`src/rtl/lsr_serializer_pkg.sv`:
```
// Shared types and helpers for the load/shift serializer.
package lsr_serializer_pkg;

    // Controller states.
    typedef enum logic [0:0] {
        ST_IDLE     = 1'b0,
        ST_SHIFTING = 1'b1
    } state_t;

    // Values of MSB_FIRST: which end of the register is emitted.
    localparam bit EMIT_MSB = 1'b1;
    localparam bit EMIT_LSB = 1'b0;

    // Width of a counter that must hold every value from 0 to steps.
    function automatic int count_width(input int steps);
        return $clog2(steps + 1);
    endfunction

endpackage

```
`src/rtl/lsr_serializer_if.sv`:
```
// Word-in / chunk-out handshake bundle between the fetch logic and the serializer.
interface lsr_serializer_if
    import lsr_serializer_pkg::*;
#(
    parameter int WIDTH        = 8,
    parameter int SHIFT_AMOUNT = 1
);
    localparam int STEPS   = WIDTH / SHIFT_AMOUNT;
    localparam int COUNT_W = count_width(STEPS);

    logic [WIDTH-1:0]        in_DATA;
    logic                    in_VALID;
    logic                    out_READY;
    logic                    in_SHIFT;
    logic [SHIFT_AMOUNT-1:0] in_SERIAL;
    logic [SHIFT_AMOUNT-1:0] out_BITS;
    logic                    out_VALID;
    logic                    out_DONE;
    logic [WIDTH-1:0]        out_DATA;
    logic [COUNT_W-1:0]      out_COUNT;

    // Word source / step requester side.
    modport master (
        output in_DATA, in_VALID, in_SHIFT, in_SERIAL,
        input  out_READY, out_BITS, out_VALID, out_DONE, out_DATA, out_COUNT
    );

    // Serializer side.
    modport slave (
        input  in_DATA, in_VALID, in_SHIFT, in_SERIAL,
        output out_READY, out_BITS, out_VALID, out_DONE, out_DATA, out_COUNT
    );

endinterface

```
`src/rtl/lsr_step_counter.sv`:
```
// Steps-remaining counter: loads STEPS, decrements per step, flags the last step.
module lsr_step_counter
    import lsr_serializer_pkg::*;
#(
    parameter int STEPS   = 8,
    parameter int COUNT_W = count_width(STEPS)
) (
    input  logic               clk,
    input  logic               rst,
    input  logic               load,
    input  logic               dec,
    output logic [COUNT_W-1:0] count,
    output logic               last
);

    // Load takes priority so a final step and a new word can coincide.
    always_ff @(posedge clk) begin
        if (rst) begin
            count <= '0;
        end else if (load) begin
            count <= COUNT_W'(STEPS);
        end else if (dec && (count != '0)) begin
            count <= count - COUNT_W'(1);
        end
    end

    // The step taken while count is 1 finishes the word.
    always_comb begin
        last = (count == COUNT_W'(1));
    end

endmodule

```
`src/rtl/lsr_serializer.sv`:
```
// Load/shift serializer: takes a WIDTH-bit word and emits it SHIFT_AMOUNT
// bits per step from the chosen end, with zero-bubble back-to-back loads.
//
//   state       | meaning
//   ------------+-------------------------------------------------
//   ST_IDLE     | no word held; ready for a load, steps ignored
//   ST_SHIFTING | word in flight; out_BITS is an unsent chunk
module lsr_serializer
    import lsr_serializer_pkg::*;
#(
    parameter int               WIDTH        = 8,
    parameter int               SHIFT_AMOUNT = 1,
    parameter bit               MSB_FIRST    = 1'b1,
    parameter logic [WIDTH-1:0] RST_VALUE    = '0
) (
    input logic            clk,
    input logic            rst,
    lsr_serializer_if.slave bus
);

    localparam int STEPS   = WIDTH / SHIFT_AMOUNT;
    localparam int COUNT_W = count_width(STEPS);

    if ((SHIFT_AMOUNT < 1) || ((WIDTH % SHIFT_AMOUNT) != 0)) begin : g_bad_shift
        $error("lsr_serializer: SHIFT_AMOUNT (%0d) must divide WIDTH (%0d)", SHIFT_AMOUNT, WIDTH);
    end

    state_t             state_q;
    state_t             state_d;
    logic [WIDTH-1:0]   shreg_q;
    logic [WIDTH-1:0]   shifted;
    logic [COUNT_W-1:0] count;
    logic               last;
    logic               ready;
    logic               step;
    logic               accept;
    logic               done_q;

    lsr_step_counter #(
        .STEPS   (STEPS),
        .COUNT_W (COUNT_W)
    ) u_step_counter (
        .clk   (clk),
        .rst   (rst),
        .load  (accept),
        .dec   (step),
        .count (count),
        .last  (last)
    );

    // Next state, load acceptance and step qualification.
    always_comb begin
        state_d = state_q;
        ready   = 1'b0;
        step    = 1'b0;
        case (state_q)
            ST_IDLE: begin
                ready = 1'b1;
                if (bus.in_VALID) begin
                    state_d = ST_SHIFTING;
                end
            end
            ST_SHIFTING: begin
                step  = bus.in_SHIFT;
                // A new word may only enter on the step that empties the old one.
                ready = last & bus.in_SHIFT;
                if (bus.in_SHIFT && last && !bus.in_VALID) begin
                    state_d = ST_IDLE;
                end
            end
            default: begin
                state_d = ST_IDLE;
            end
        endcase
    end

    assign accept = bus.in_VALID & ready;

    // Shift toward the emit side; the vacated end takes the cascade fill bits.
    if (MSB_FIRST == EMIT_MSB) begin : g_msb
        always_comb begin
            shifted = (shreg_q << SHIFT_AMOUNT) | WIDTH'(bus.in_SERIAL);
        end
        assign bus.out_BITS = shreg_q[WIDTH-1 -: SHIFT_AMOUNT];
    end else begin : g_lsb
        always_comb begin
            shifted = (shreg_q >> SHIFT_AMOUNT) | (WIDTH'(bus.in_SERIAL) << (WIDTH - SHIFT_AMOUNT));
        end
        assign bus.out_BITS = shreg_q[SHIFT_AMOUNT-1:0];
    end

    // Shift register: a load beats a step when both happen on the last step.
    always_ff @(posedge clk) begin
        if (rst) begin
            shreg_q <= RST_VALUE;
        end else if (accept) begin
            shreg_q <= bus.in_DATA;
        end else if (step) begin
            shreg_q <= shifted;
        end
    end

    // State register and the completion pulse following the final step.
    always_ff @(posedge clk) begin
        if (rst) begin
            state_q <= ST_IDLE;
            done_q  <= 1'b0;
        end else begin
            state_q <= state_d;
            done_q  <= step & last;
        end
    end

    assign bus.out_READY = ready;
    assign bus.out_VALID = (state_q == ST_SHIFTING);
    assign bus.out_DONE  = done_q;
    assign bus.out_DATA  = shreg_q;
    assign bus.out_COUNT = count;

endmodule

```
`src/flat_wrapper.sv`:
```
// flat-port wrapper written by rule: the top's interface ports become plain ports
module lsr_serializer_flat import lsr_serializer_pkg::*;
#(
    parameter int               WIDTH        = 8,
    parameter int               SHIFT_AMOUNT = 1,
    parameter bit               MSB_FIRST    = 1'b1,
    parameter logic [WIDTH-1:0] RST_VALUE    = '0
)
  (clk, rst, bus_in_DATA, bus_in_VALID, bus_in_SHIFT, bus_in_SERIAL, bus_out_READY, bus_out_BITS, bus_out_VALID, bus_out_DONE, bus_out_DATA, bus_out_COUNT);
  lsr_serializer_if #(.WIDTH(WIDTH), .SHIFT_AMOUNT(SHIFT_AMOUNT)) bus_i ();
  input logic clk;
  input logic rst;
  input wire logic [$bits(bus_i.in_DATA)-1:0] bus_in_DATA;
  input wire logic [$bits(bus_i.in_VALID)-1:0] bus_in_VALID;
  input wire logic [$bits(bus_i.in_SHIFT)-1:0] bus_in_SHIFT;
  input wire logic [$bits(bus_i.in_SERIAL)-1:0] bus_in_SERIAL;
  output wire logic [$bits(bus_i.out_READY)-1:0] bus_out_READY;
  output wire logic [$bits(bus_i.out_BITS)-1:0] bus_out_BITS;
  output wire logic [$bits(bus_i.out_VALID)-1:0] bus_out_VALID;
  output wire logic [$bits(bus_i.out_DONE)-1:0] bus_out_DONE;
  output wire logic [$bits(bus_i.out_DATA)-1:0] bus_out_DATA;
  output wire logic [$bits(bus_i.out_COUNT)-1:0] bus_out_COUNT;
  assign bus_i.in_DATA = bus_in_DATA;
  assign bus_i.in_VALID = bus_in_VALID;
  assign bus_i.in_SHIFT = bus_in_SHIFT;
  assign bus_i.in_SERIAL = bus_in_SERIAL;
  assign bus_out_READY = bus_i.out_READY;
  assign bus_out_BITS = bus_i.out_BITS;
  assign bus_out_VALID = bus_i.out_VALID;
  assign bus_out_DONE = bus_i.out_DONE;
  assign bus_out_DATA = bus_i.out_DATA;
  assign bus_out_COUNT = bus_i.out_COUNT;
  lsr_serializer #(.WIDTH(WIDTH), .SHIFT_AMOUNT(SHIFT_AMOUNT), .MSB_FIRST(MSB_FIRST), .RST_VALUE(RST_VALUE)) u_core (.clk(clk), .rst(rst), .bus(bus_i));
endmodule
```
`config.mk`:
```
export PLATFORM = sky130hd
export DESIGN_NAME = lsr_serializer_flat
export DESIGN_NICKNAME = d
export VERILOG_FILES = /design/src/rtl/lsr_serializer_pkg.sv /design/src/rtl/lsr_serializer_if.sv /design/src/rtl/lsr_step_counter.sv /design/src/rtl/lsr_serializer.sv /design/src/flat_wrapper.sv
export SDC_FILE = /design/constraint.sdc
export NUM_CORES = 1
export LEC_CHECK = 0
export CORE_UTILIZATION = 41
export CTS_BUF_LIST = sky130_fd_sc_hd__clkbuf_16
export CTS_CLUSTER_DIAMETER = 200
export DETAILED_ROUTE_END_ITERATION = 10
export GPL_ROUTABILITY_DRIVEN = 1
export PLACE_DENSITY_LB_ADDON = 0.08
export SLEW_MARGIN = 20
export SYNTH_ARGS = -nofsm -noshare
export SYNTH_HDL_FRONTEND = slang
export SYNTH_SLANG_ARGS = --single-unit
```
`constraint.sdc`:
```
create_clock -name clk -period 1.6 [get_ports clk]
set_clock_uncertainty 0.05 [all_clocks]
set_input_delay 0.24 -clock clk [delete_from_list [all_inputs] [get_ports clk]]
set_output_delay 0.24 -clock clk [all_outputs]
set_load 0.005 [all_outputs]
```
==> results.py <==
metrics = {
    "outcome": {
        "status": "completed",
    },
    "cells_and_area": {
        "antenna_cells": 0,
        "multi_input_area_um2": 409,
        "drive_gt1_share_pct": 33.3,
        "n_fill_cell": 108,
        "post-route-cell-area_um2": 1230,
        "area_delta_synth_final_pct": 77.5,
        "regArea_um2": 284,
        "nets": 138,
        "finish.utilization_pct": 80.0,
    },
    "grt": {
        "grt_pass1_vias": 749,
        "grt-ovfl-total": 0,
        "antenna_found_initial": 0,
        "grt_max_degree": 15,
        "grt_pass1_wl_um": 3200,
        "grt_usage_pct": 23.0,
    },
    "placed_design": {
        "portBuffers": 28,
        "place_area_um2": 1050,
        "place.gp.congestion": 0.792,
        "dp_slack_ns": -0.198,
        "hpwl_um": 1300,
    },
    "floorplanning": {
        "ios": 29,
        "core_um2": 1540,
        "initial_core_util_pct": 45.0,
        "dieHeight_um": 43.2,
        "die_x_um": 43.2,
        "rows": 14,
        "dieArea_um2": 1860,
    },
    "timing": {
        "worstMarginPinSlew_ns": 0.412,
        "finalCritPeriodShare_pct": 96.9,
        "slew_viol_final": 0,
        "maxSlewHeadroom_pct": 72.0,
        "hold_ws_ns": 0.509,
        "setup_viol": 0,
        "hold_violations": 0,
        "fmax_ghz": 0.645,
        "rsz0062_at_grt": "yes",
        "period_needed_ns": 1.55,
        "layout_setup_ws_ns": 0.0498,
    },
    "synth": {
        "synth.distinct_cells": 23,
        "synth_xor_area_share_pct": 0,
        "synth_compound_area_share_pct": 31.9,
        "synth.top_cells.by_area": "dfxtp_1 (40%), o221a_2 (11%), a21oi_1 (7.2%), inv_1 (6.5%), ha_1 (5.4%)",
        "synth-simple-area-share_pct": 12.1,
        "synth_area_um2": 694,
        "synthAdderAreaFrac_pct": 5.41,
        "synth_top_family_by_area": "compound AO/OA/AOI/OAI gates",
        "ys_warn_count": 0,
        "synth.largest_area_cell": "dfxtp_1",
        "seq_area_frac_synth_pct": 40.4,
        "syn_area_per_cell_um2": 9.02,
        "synth_seq_cells": 14,
        "syn_nets": 93,
        "muxShareOfSynthArea_pct": 1.44,
        "yosysTopAreaCellShare_pct": 40.4,
        "synth_cells": 77,
    },
    "power": {
        "power.density_nw_per_um2": 881,
        "peakVddDrop_uv": 609,
        "p_leak_nw": 0.480,
        "p_total_mw": 1.09,
    },
    "clock_network": {
        "htreeDepth": 1,
        "clockBufferDepth": 2,
        "cts_tree": "done",
        "ctsRootBufferMaster": "clkbuf_16",
        "clock-sinks": 14,
        "cts_buffers": 3,
        "clkSlewWorstSetupHoldPaths_ns": 0.04,
        "clkLatencyLatePin_ns": 0.24,
    },
    "worst_hold_path": {
        "hold_depth": 1,
        "hold_path_end": "u_core.bus.out_DATA[2]$_SDFFE_PP0P_",
        "hold_start": "u_core.bus.out_DATA[1]$_SDFFE_PP0P_",
        "hold_class": "reg2reg",
    },
    "worst_setup_path": {
        "reg2reg_from": "u_core.u_step_counter.count[1]$_SDFFE_PP0P_",
        "crit_fanout": 2,
        "start_kind": "flop",
        "cp-end-kind": "flop",
        "r2r_end": "u_core.bus.out_VALID$_SDFF_PP0_",
        "r2r_slack_ns": 0.05,
        "worst-setup-path-type": "reg2reg",
        "reg2reg_depth": 10,
        "worstPathArrival_ns": 1.67,
        "crit_required_ns": 1.72,
    },
    "route": {
        "drcViolationCount": 0,
        "drt-vias-per-instance": 5.45,
        "dr.first_iter.drc_count": 14,
        "ant_nets": 0,
        "firstDrtPassIters": 4,
        "routed_wl_um": 1980,
        "via_count": 741,
        "wl_per_cell_um": 14.5,
    },
    "flow_run": {
        "drv_cap": 0,
    },
}
timing repair:
action	in CTS	in global routing
pin swaps	1	5
resized for setup	5	14
hold buffers	0	0
buffers inserted	6	1
setup endpoints to repair	2	12
cell type report:
cell class,count,area share [%]
multi-input cells,48,33.2
repair buffers,43,32.4
flip-flops and latches,14,23.0
inverters,12,3.65
clock buffers,3,6.09
well taps,16,1.62
layer usage:
layer | global-route usage, % | vias up | wire length [µm]
met2 | 39.1 | 17 | 1020
met5 | 0 | - | 0
met4 | 10.3 | 0 | 14
met3 | 5.96 | 2 | 80
li1 | - | 373 | -
met1 | 26.6 | 349 | 865
power breakdown:
group	switching, mW	leakage, nW	total [mW]	internal [mW]
sequential	0.0232	0.117	0.399	0.376
combinational	0.0840	0.326	0.227	0.143
clock	0.133	0.0370	0.459	0.326
total	0.241	0.480	1.09	0.845
through the flow:
stage	TNS [ns]	cells
floorplan	0	77
global placement	-1.64	128
detailed placement	-1.71	128
CTS	-0.0636	137
global route	-0.00788	136
finish	0	136
cells by family after synthesis:
logic type	count (synthesis)
AOI/OAI and AO/OA	30
adders and majority gates	3
buffers and inverters	15
DFF	14
muxes	1
and+or+nand+nor	14
critical path, cell delays in order, from the launching register on:
cell       delay, ns
dfxtp_2         0.33
inv_2           0.05
ha_4            0.16
nand4bb_1       0.12
nand2_1         0.09
buf_4           0.14
buf_4           0.12
buf_4           0.12
buf_4           0.12
buf_6           0.10
a21oi_2         0.09
sequential cells by signal, indices dropped and copies added, names as in the netlist:
name and count:
u_core.bus.out_DONE 1, u_core.u_step_counter.count 4, u_core.bus.out_DATA 8, u_core.bus.out_VALID 1
synth_stat cells (all sizes together):
master,number
a211o,2
a211oi,3
a21o,1
a21oi,10
a31o,1
a31oi,1
buf,2
clkbuf,1
dfxtp,14
ha,3
inv,12
mux2i,1
nand2,4
nand3,1
nand4bb,1
nor2,1
nor3b,3
o21ai,4
o21ba,1
o221a,7
or3,3
or4,1
worst max path at each step:
| stage | depth (start not counted) | slack [ns] | end | from |
|---|---|---|---|---|
| floorplan | 5 | 0.16 | u_core.u_step_counter.count[0]$_SDFFE_PP0P_ | u_core.u_step_counter.count[0]$_SDFFE_PP0P_ |
| global placement | 4 | -0.16 | bus_out_READY | bus_in_SHIFT |
| detailed placement | 5 | -0.20 | u_core.u_step_counter.count[3]$_SDFFE_PP0P_ | bus_in_SHIFT |
| CTS | 11 | -0.06 | u_core.bus.out_VALID$_SDFF_PP0_ | u_core.u_step_counter.count[1]$_SDFFE_PP0P_ |
| global route | 10 | -0.008 | u_core.bus.out_VALID$_SDFF_PP0_ | u_core.u_step_counter.count[1]$_SDFFE_PP0P_ |
| finish | 10 | 0.05 | u_core.bus.out_VALID$_SDFF_PP0_ | u_core.u_step_counter.count[1]$_SDFFE_PP0P_ |
layout by cell type (no fill, tap or decap), drive strengths merged:
master and n:
clkdlybuf4s50 27, buf 15, dfxtp 14, inv 12, a21oi 10, o221a 7, o21ai 4, nand2 4
or3 3, clkbuf 3, nor3b 3, a211oi 3, ha 3, a211o 2, nand4bb 1, nor2 1
a31o 1, a21o 1, mux2i 1, or4 1, a31oi 1, o21ba 1, nand3 1, dlygate4sd2 1
(Power assumes the default switching activity.)
==> RTL edit (same settings) <==
`MSB_FIRST` is set to 1'b1 in 2 places; all go to 1'b0.
--- a/src/rtl/lsr_serializer.sv
+++ b/src/rtl/lsr_serializer.sv
@@ -10,7 +10,7 @@
 #(
     parameter int               WIDTH        = 8,
     parameter int               SHIFT_AMOUNT = 1,
-    parameter bit               MSB_FIRST    = 1'b1,
+    parameter bit               MSB_FIRST    = 1'b0,
     parameter logic [WIDTH-1:0] RST_VALUE    = '0
 ) (
     input logic            clk,
--- a/src/flat_wrapper.sv
+++ b/src/flat_wrapper.sv
@@ -3,7 +3,7 @@
 #(
     parameter int               WIDTH        = 8,
     parameter int               SHIFT_AMOUNT = 1,
-    parameter bit               MSB_FIRST    = 1'b1,
+    parameter bit               MSB_FIRST    = 1'b0,
     parameter logic [WIDTH-1:0] RST_VALUE    = '0
 )
   (clk, rst, bus_in_DATA, bus_in_VALID, bus_in_SHIFT, bus_in_SERIAL, bus_out_READY, bus_out_BITS, bus_out_VALID, bus_out_DONE, bus_out_DATA, bus_out_COUNT);
Function: changed (a bounded check fails within 4 cycles, from zero or initial values and one cycle with rst high).
==> RTL edit against the unedited design <==
- hold slack worse by 9.1 ps
- wire length up 7.6%
- cell area up 0.81%
- area after synthesis up 9.4%
- utilization down 8.0 points
- sequential cell count unchanged
- power down 0.29%
- setup slack worse by 11 ps
- cell count up 8.8%
- critical endpoint is now bus_out_COUNT[2]
- highest routed layer unchanged
==> RTL edit: results (changes against the unedited design) <==
[yosys]
ys_seq_area_frac=0.369  ; -0.0346
synth_compound_area_frac=0.315  ; -0.00426
yosysUniqueCellTypes=27  ; +17%
synth_most_common_cell=inv_1
yosys-top-cells-count=inv_1, dfxtp_1, a221oi_1, o221a_2, o21ai_0

[setup_path]
cp-startpoint=u_core.u_step_counter.count[2]
r2r-end=u_core.u_step_counter.count[1]
worstSetupEndpoint=bus_out_COUNT[2]
crit_fanout=8  ; +6
crit_arrival_ps=1270  ; -400 ps
worst_path_largest_cell_delay_ps=560  ; +230 ps
reg2reg_depth=6  ; -4

[placement]
pre_cts_slack_ps=-288  ; -89.1 ps
dp_hpwl_microns=1440  ; +10%
gp_congestion=0.749  ; -5.5%
place_area_sq_um=1130  ; +6.9%

[sta]
hold_ws_ps=500  ; -9.08 ps

[layout]
fillers=146  ; +35%
final_nets=141  ; +2.2%
drive_above_1_share=0.285  ; -0.0488

[die]
start_util=0.440  ; -0.0106

[outcome]
status=finished clean

[routing]
wirelength_microns=2130  ; +7.6%
drtIter0Drc=19  ; +5
avgViaCountPerCell=5.45  ; about the same

[worst_hold_path]
worstHoldStart=u_core.bus.out_DATA[2]

[global_route]
grt_usage=0.214  ; -0.0162

[power]
leakage_nw=0.487  ; +1.5%

[RTL edit: cell types whose count changed after synthesis, sizes merged, moves of 2 or more]
| cell | delta |
|---|---|
| a21oi | -9 |
| nor3b | -2 |
| inv | +8 |
| a221oi | +8 |
[RTL edit: final cells by class]
class                   count  share of cell area
clock buffers               3              0.0604
repair buffers             38               0.285
well taps                  25              0.0252
inverters                  20              0.0604
flip-flops and latches     14               0.229
multi-input cells          48               0.340
[RTL edit: through the flow]
step / utilization / TNS, ps / total power [mW] / std cells
2_1_floorplan: - / 0 / 0.490 / 86
3_3_place_gp: 0.652 / -2550 / 0.604 / 145
3_5_place_dp: 0.652 / -2930 / 0.608 / 145
4_1_cts: 0.709 / 0 / 1.08 / 148
5_1_grt: 0.720 / 0 / 1.12 / 148
6_report: 0.720 / 0 / 1.08 / 148
[RTL edit: per-layer routing]
metal	part of all wire	wire (microns)	global-route usage	vias to the layer above
li1	-	-	-	395
met1	0.48	1020	0.275	383
met2	0.47	999	0.342	27
met3	0.047	99	0.0400	2
met4	0.0047	10	0.103	0
met5	0	0	0	-
[RTL edit: what timing repair did]
action	in CTS	in global routing
gates resized for setup	8	6
pin swaps	0	1
setup endpoints to repair	10	12
hold buffers	0	0
[RTL edit: kinds of logic after synthesis]
logic type | after synthesis
flops | 14
simple gates | 16
fa+ha+maj | 3
mux | 1
buf+inv | 24
compound gates | 28
[RTL edit: report_power, final]
group | switching [mW] | internal [mW] | total, mW
registers | 0.0262 | 0.376 | 0.402
logic | 0.0831 | 0.131 | 0.214
clock network | 0.140 | 0.327 | 0.467
